<file path="src/rtl/i2cio.sv">
// i2cio: CPU-bus I2C master peripheral. It generates START, 8-bit write/read with ACK
// and STOP on open-drain SCL/SDA enables, honours clock stretching and raises a level irq.
module i2cio #(
  parameter logic [15:0] PRESCALE_RESET = 16'd29
) (
  input  logic       clk,
  input  logic       rst,
  output logic       irq,
  input  logic [2:0] AD,
  input  logic [7:0] DI,
  output logic [7:0] DO,
  input  logic       rw,
  input  logic       cs,
  output logic       scl_oe,
  output logic       sda_oe,
  input  logic       scl_in,
  input  logic       sda_in
);
  typedef enum logic [1:0] {IDLE, START, BIT, STOP} state_t;

  state_t      state_reg, state_next;
  logic [1:0]  phase_reg, phase_next;
  logic [3:0]  bit_reg, bit_next;
  logic [15:0] cnt_reg, cnt_next;
  logic        hold_reg, hold_next;
  logic        seq_done;

  logic [7:0]  data_reg, rx_reg;
  logic [6:0]  rx_sh_reg;
  logic [15:0] presc_reg;
  logic        ien_reg, if_reg, rxack_reg;
  logic        cmd_stop_reg, cmd_write_reg, cmd_read_reg, cmd_txnak_reg;

  logic bus_wr, bus_rd, busy, launch, stretch, tick, sample;

  assign bus_wr  = cs && !rw;
  assign bus_rd  = cs && rw;
  assign busy    = (state_reg != IDLE);
  assign launch  = bus_wr && (AD == 3'd1) && !busy && (DI[3:0] != 4'd0);
  // A released SCL that still reads low is a slave stretching the clock.
  assign stretch = busy && ((phase_reg == 2'd1) || (phase_reg == 2'd2)) && !scl_oe && !scl_in;
  assign tick    = busy && !stretch && (cnt_reg == 16'd0);
  assign sample  = tick && (state_reg == BIT) && (phase_reg == 2'd2);
  assign irq     = if_reg && ien_reg;

  // Pin drive is a pure function of the sequencer state, so reset releases both lines at once.
  always_comb begin
    scl_oe = 1'b0;
    sda_oe = 1'b0;
    case (state_reg)
      IDLE: scl_oe = hold_reg;
      START: begin
        scl_oe = (phase_reg == 2'd3);
        sda_oe = (phase_reg != 2'd0);
      end
      BIT: begin
        scl_oe = (phase_reg == 2'd0) || (phase_reg == 2'd3);
        if (bit_reg == 4'd8)
          sda_oe = cmd_read_reg && !cmd_txnak_reg;
        else
          sda_oe = cmd_write_reg && !data_reg[~bit_reg[2:0]];
      end
      STOP: begin
        scl_oe = (phase_reg == 2'd0);
        sda_oe = (phase_reg == 2'd0) || (phase_reg == 2'd1);
      end
      default: ;
    endcase
  end

  always_comb begin
    state_next = state_reg;
    phase_next = phase_reg;
    bit_next   = bit_reg;
    cnt_next   = cnt_reg;
    hold_next  = hold_reg;
    seq_done   = 1'b0;
    if (launch) begin
      phase_next = 2'd0;
      bit_next   = 4'd0;
      cnt_next   = presc_reg;
      if (DI[0])
        state_next = START;
      else if (DI[2] || DI[3])
        state_next = BIT;
      else
        state_next = STOP;
    end else if (busy) begin
      if (stretch || tick)
        cnt_next = presc_reg;
      else
        cnt_next = cnt_reg - 16'd1;
      if (tick) begin
        phase_next = phase_reg + 2'd1;
        if (phase_reg == 2'd3) begin
          case (state_reg)
            START: begin
              if (cmd_write_reg || cmd_read_reg) begin
                state_next = BIT;
                bit_next   = 4'd0;
              end else if (cmd_stop_reg) begin
                state_next = STOP;
              end else begin
                seq_done = 1'b1;
              end
            end
            BIT: begin
              if (bit_reg != 4'd8)
                bit_next = bit_reg + 4'd1;
              else if (cmd_stop_reg)
                state_next = STOP;
              else
                seq_done = 1'b1;
            end
            default: seq_done = 1'b1;
          endcase
          // Without a STOP the bus stays owned: SCL is parked low until the next command.
          if (seq_done) begin
            state_next = IDLE;
            hold_next  = (state_reg != STOP);
          end
        end
      end
    end
  end

  always_ff @(posedge clk or posedge rst) begin
    if (rst) begin
      state_reg <= IDLE;
      phase_reg <= 2'd0;
      bit_reg   <= 4'd0;
      cnt_reg   <= 16'd0;
      hold_reg  <= 1'b0;
    end else begin
      state_reg <= state_next;
      phase_reg <= phase_next;
      bit_reg   <= bit_next;
      cnt_reg   <= cnt_next;
      hold_reg  <= hold_next;
    end
  end

  always_ff @(posedge clk or posedge rst) begin
    if (rst) begin
      data_reg      <= 8'h00;
      rx_reg        <= 8'h00;
      rx_sh_reg     <= 7'd0;
      presc_reg     <= PRESCALE_RESET;
      ien_reg       <= 1'b0;
      if_reg        <= 1'b0;
      rxack_reg     <= 1'b0;
      cmd_stop_reg  <= 1'b0;
      cmd_write_reg <= 1'b0;
      cmd_read_reg  <= 1'b0;
      cmd_txnak_reg <= 1'b0;
    end else begin
      if (bus_wr) begin
        case (AD)
          3'd0: data_reg <= DI;
          3'd1: ien_reg <= DI[7];
          3'd2: presc_reg[7:0] <= DI;
          3'd3: presc_reg[15:8] <= DI;
          default: ;
        endcase
      end
      if (launch) begin
        cmd_stop_reg  <= DI[1];
        cmd_write_reg <= DI[2];
        cmd_read_reg  <= DI[3] && !DI[2];
        cmd_txnak_reg <= DI[4];
      end
      if (seq_done)
        if_reg <= 1'b1;
      else if (launch || (bus_rd && (AD == 3'd0)))
        if_reg <= 1'b0;
      if (sample) begin
        if (bit_reg == 4'd8) begin
          if (cmd_write_reg)
            rxack_reg <= sda_in;
        end else if (cmd_read_reg) begin
          rx_sh_reg <= {rx_sh_reg[5:0], sda_in};
          if (bit_reg == 4'd7)
            rx_reg <= {rx_sh_reg, sda_in};
        end
      end
    end
  end

  always_comb begin
    case (AD)
      3'd0:    DO = rx_reg;
      3'd1:    DO = {ien_reg, if_reg, 4'b0000, rxack_reg, busy};
      3'd2:    DO = presc_reg[7:0];
      3'd3:    DO = presc_reg[15:8];
      default: DO = 8'hFF;
    endcase
  end
endmodule

</file>
<file path="config.mk">
export PLATFORM = sky130hd
export DESIGN_NAME = i2cio
export DESIGN_NICKNAME = d
export VERILOG_FILES = /design/src/rtl/i2cio.sv
export SDC_FILE = /design/constraint.sdc
export NUM_CORES = 1
export LEC_CHECK = 0
export CORE_AREA = 4 4 95 97
export DETAILED_ROUTE_END_ITERATION = 10
export DIE_AREA = 0 0 99 101
export PLACE_DENSITY = 0.79
export SYNTH_ARGS = -nofsm -noshare
export SYNTH_HDL_FRONTEND = slang
export SYNTH_SLANG_ARGS = --single-unit
</file>
<file path="constraint.sdc">
create_clock -name clk -period 5.9 [get_ports clk]
set_input_delay 1.77 -clock clk [delete_from_list [all_inputs] [get_ports clk]]
set_output_delay 1.77 -clock clk [all_outputs]
set_load 0.1 [all_outputs]
</file>
==> results.md <==
- CTS tree: yes
- Hold slack: 0.500 ns
- Yosys top cell by area: dfrtp_1
- YS warnings: 0
- Top_reg_cell synth: dfrtp_1
- Average vias per placed instance: 6.25
- Post-layout minimum cycle time: 5.34 ns
- Post_cts resized: 0
- Iter 0 DRT Violations: 158
- Fillers: 677
- Status: finished clean
- Placed Cells: 493
- Die Height: 101 µm
- Crit path launch type: input port
- Post-synth cell types: 65
- First-pass GRT wire length: 16500 µm
- Clock sinks: 71
- Largest net degree at the start of global routing: 43
- Syn Area/Cell: 10.8 µm²
- Hold_buf cts: 0
- Power Total: 0.00176 W
- Placed instance area: 4440 µm²
- Worst-path fanout max: 10
- Post-route cell area: 4650 µm²
- Setup-failing EPs final: 0
- Setup crit end kind: output pin
- Final hold violation count: 0
- Fmax: 187 MHz
- Drt total wl: 9760 µm
- Yosys top cell area share: 41.6%
- Hpwl dp: 7180 µm
- Setup Fix Bufs, Post-CTS: 0
- Setup Crit Path Kind: in -> out
- Initial Utilization: 49.6%
- Post-Layout Cell Count: 509
- DRT antenna net count: 0
- CTS Buf Count: 9
- Skew-Pair Late Insertion Delay: 0.35 ns
- Total die area: 10000 µm²
- Layout Skew: 0.0114 ns
- Overall routing resource usage: 21.0%
- Total grt overflow: 0
- Die span in x: 99 µm
- EDFF count, synth: 0
- # rows: 33
- Leakage: 2.00 nW
- Synth Net Count: 402
- Top-count cell post-synth: dfrtp_1
- Max IR drop VDD: 0.000247 V
- Hold WC Path Type: reg -> reg
- TritonRoute pass-1 iters: 5
- Core ar.: 8130 µm²
- Area Growth Syn to Fin: 15.4%
- Slew Limit Fails: 0
- Initial antenna violation count: 0
- H-tree Lvls: 3
- Clock-pin slew on the worst setup and hold paths: 0.08 ns
- Crit path required time: 4.13 ns
- Async S/R FF share, synth: 100%
- TNS Setup: 0 ns
- IO Count: 28
- Routed vias: 3180
- Seq/Total Area, Yosys: 44.2%
- Share of cells above drive strength 1: 25.5%
- Vias in the first global route: 3255
- Slew @ Worst Pin: 1.28 ns
- RSZ-0062 raised after global routing: no
- Max Root-Sink Buffers: 2
- Max-slew headroom: 14.0%
- Nets: 428
- Pwr Density: 378 nW/µm²
- Maxcap violations: 0
- CTS root buffer: clkbuf_8
- I/O Buffers: 27
- Post-route DRC: 0
- Syn Std Cell Area: 4030 µm²
- WL/cell: 19.2 µm
- RePlAce Congestion: 0.871
- Final period utilization: 90.6%
- Cells after synthesis: 373
- Diode count: 0
- Critical Path AT: 3.57 ns
- Top post-synthesis cells by count: dfrtp_1, mux2_2, nand2_1
- Post-synthesis register bit count: 71
- Top cells by area, synth: dfrtp_1, mux2_2, ha_1, o21ai_0, mux4_2
[metrics by stage]
stage / worst slack, ns / util [%]
after global placement: 0.584 / 54.6
after CTS: 0.556 / 57.2
after detailed placement: 0.556 / 54.6
after global routing: 0.480 / 57.2
final: 0.557 / 57.2
after floorplan: 0.496 / -
[cells by family (layout without fill, tap and decap cells)]
family	Yosys count	count (layout)	share of synthesized area, %
and+or+nand+nor	122	122	17.4
adders and majority gates	12	12	3.72
AOI/OAI and AO/OA	75	75	12.3
buffers and inverters	33	64	4.31
muxes	59	59	17.9
xor gates and xnor gates	1	1	0.217
DFF	71	71	44.2
[report_power, final]
group          internal, W  switching (W)
logic             0.000264       0.000375
clock network     0.000221       0.000193
registers         0.000593       0.000113
[routing by layer]
metal	global-route usage, %	share of wire, %	wire length [µm]	up-vias
met4	9.66	3.3	319	0
met3	2.49	4.1	402	28
met2	36.2	51	4970	113
met1	26.6	42	4070	1584
li1	-	-	-	1455
met5	0	0	0	-
[cell type report]
| cell class | instances | area [µm²] | area share [%] |
|---|---|---|---|
| Clock inverter | 5 | 63.8 | 1.37 |
| Clock buffer | 11 | 151 | 3.25 |
| Timing Repair Buffer | 31 | 378 | 8.12 |
| Inverter | 17 | 63.8 | 1.37 |
| Multi-Input combinational cell | 269 | 2080 | 44.8 |
| Sequential cell | 71 | 1780 | 38.3 |
| Tap cell | 105 | 131 | 2.82 |
[cell usage in the layout (no fill, tap or decap), types with 5 or more instances in the layout]
cell type / count
clkbuf_8: 11
inv_1: 16
nand4_1: 7
or2_2: 6
dfrtp_1: 67
nand3_1: 14
buf_12: 8
ha_1: 12
nor3_1: 8
a21oi_1: 13
mux2_2: 43
nor4_1: 8
o21ai_0: 24
mux2i_1: 9
nand2_1: 30
clkdlybuf4s50_1: 18
nor2_1: 17
mux4_2: 6
buf_4: 5
[worst max-delay path: stages]
cell             delay [ns]
clkdlybuf4s50_1        0.76
mux4_2                 0.55
or2_2                  0.31
buf_12                 0.17
[worst paths after layout]
path	slack (ns)	cells past startpoint	startpoint	to
setup / recovery	0.56	4	AD[1]	DO[6]
min in group asynchronous	1.82	2	rst	data_reg[7]$_DFFE_PP0P_
hold reg to reg	0.50	2	data_reg[2]$_DFFE_PP0P_	data_reg[2]$_DFFE_PP0P_
setup reg to reg	2.55	7	state_reg[0]$_DFFE_PP0P_	cnt_reg[9]$_DFFE_PP0P_
hold / removal	0.50	2	data_reg[2]$_DFFE_PP0P_	data_reg[2]$_DFFE_PP0P_
max in group asynchronous	3.08	3	rst	presc_reg[2]$_DFFE_PP1P_
(Power assumes the default switching activity.)
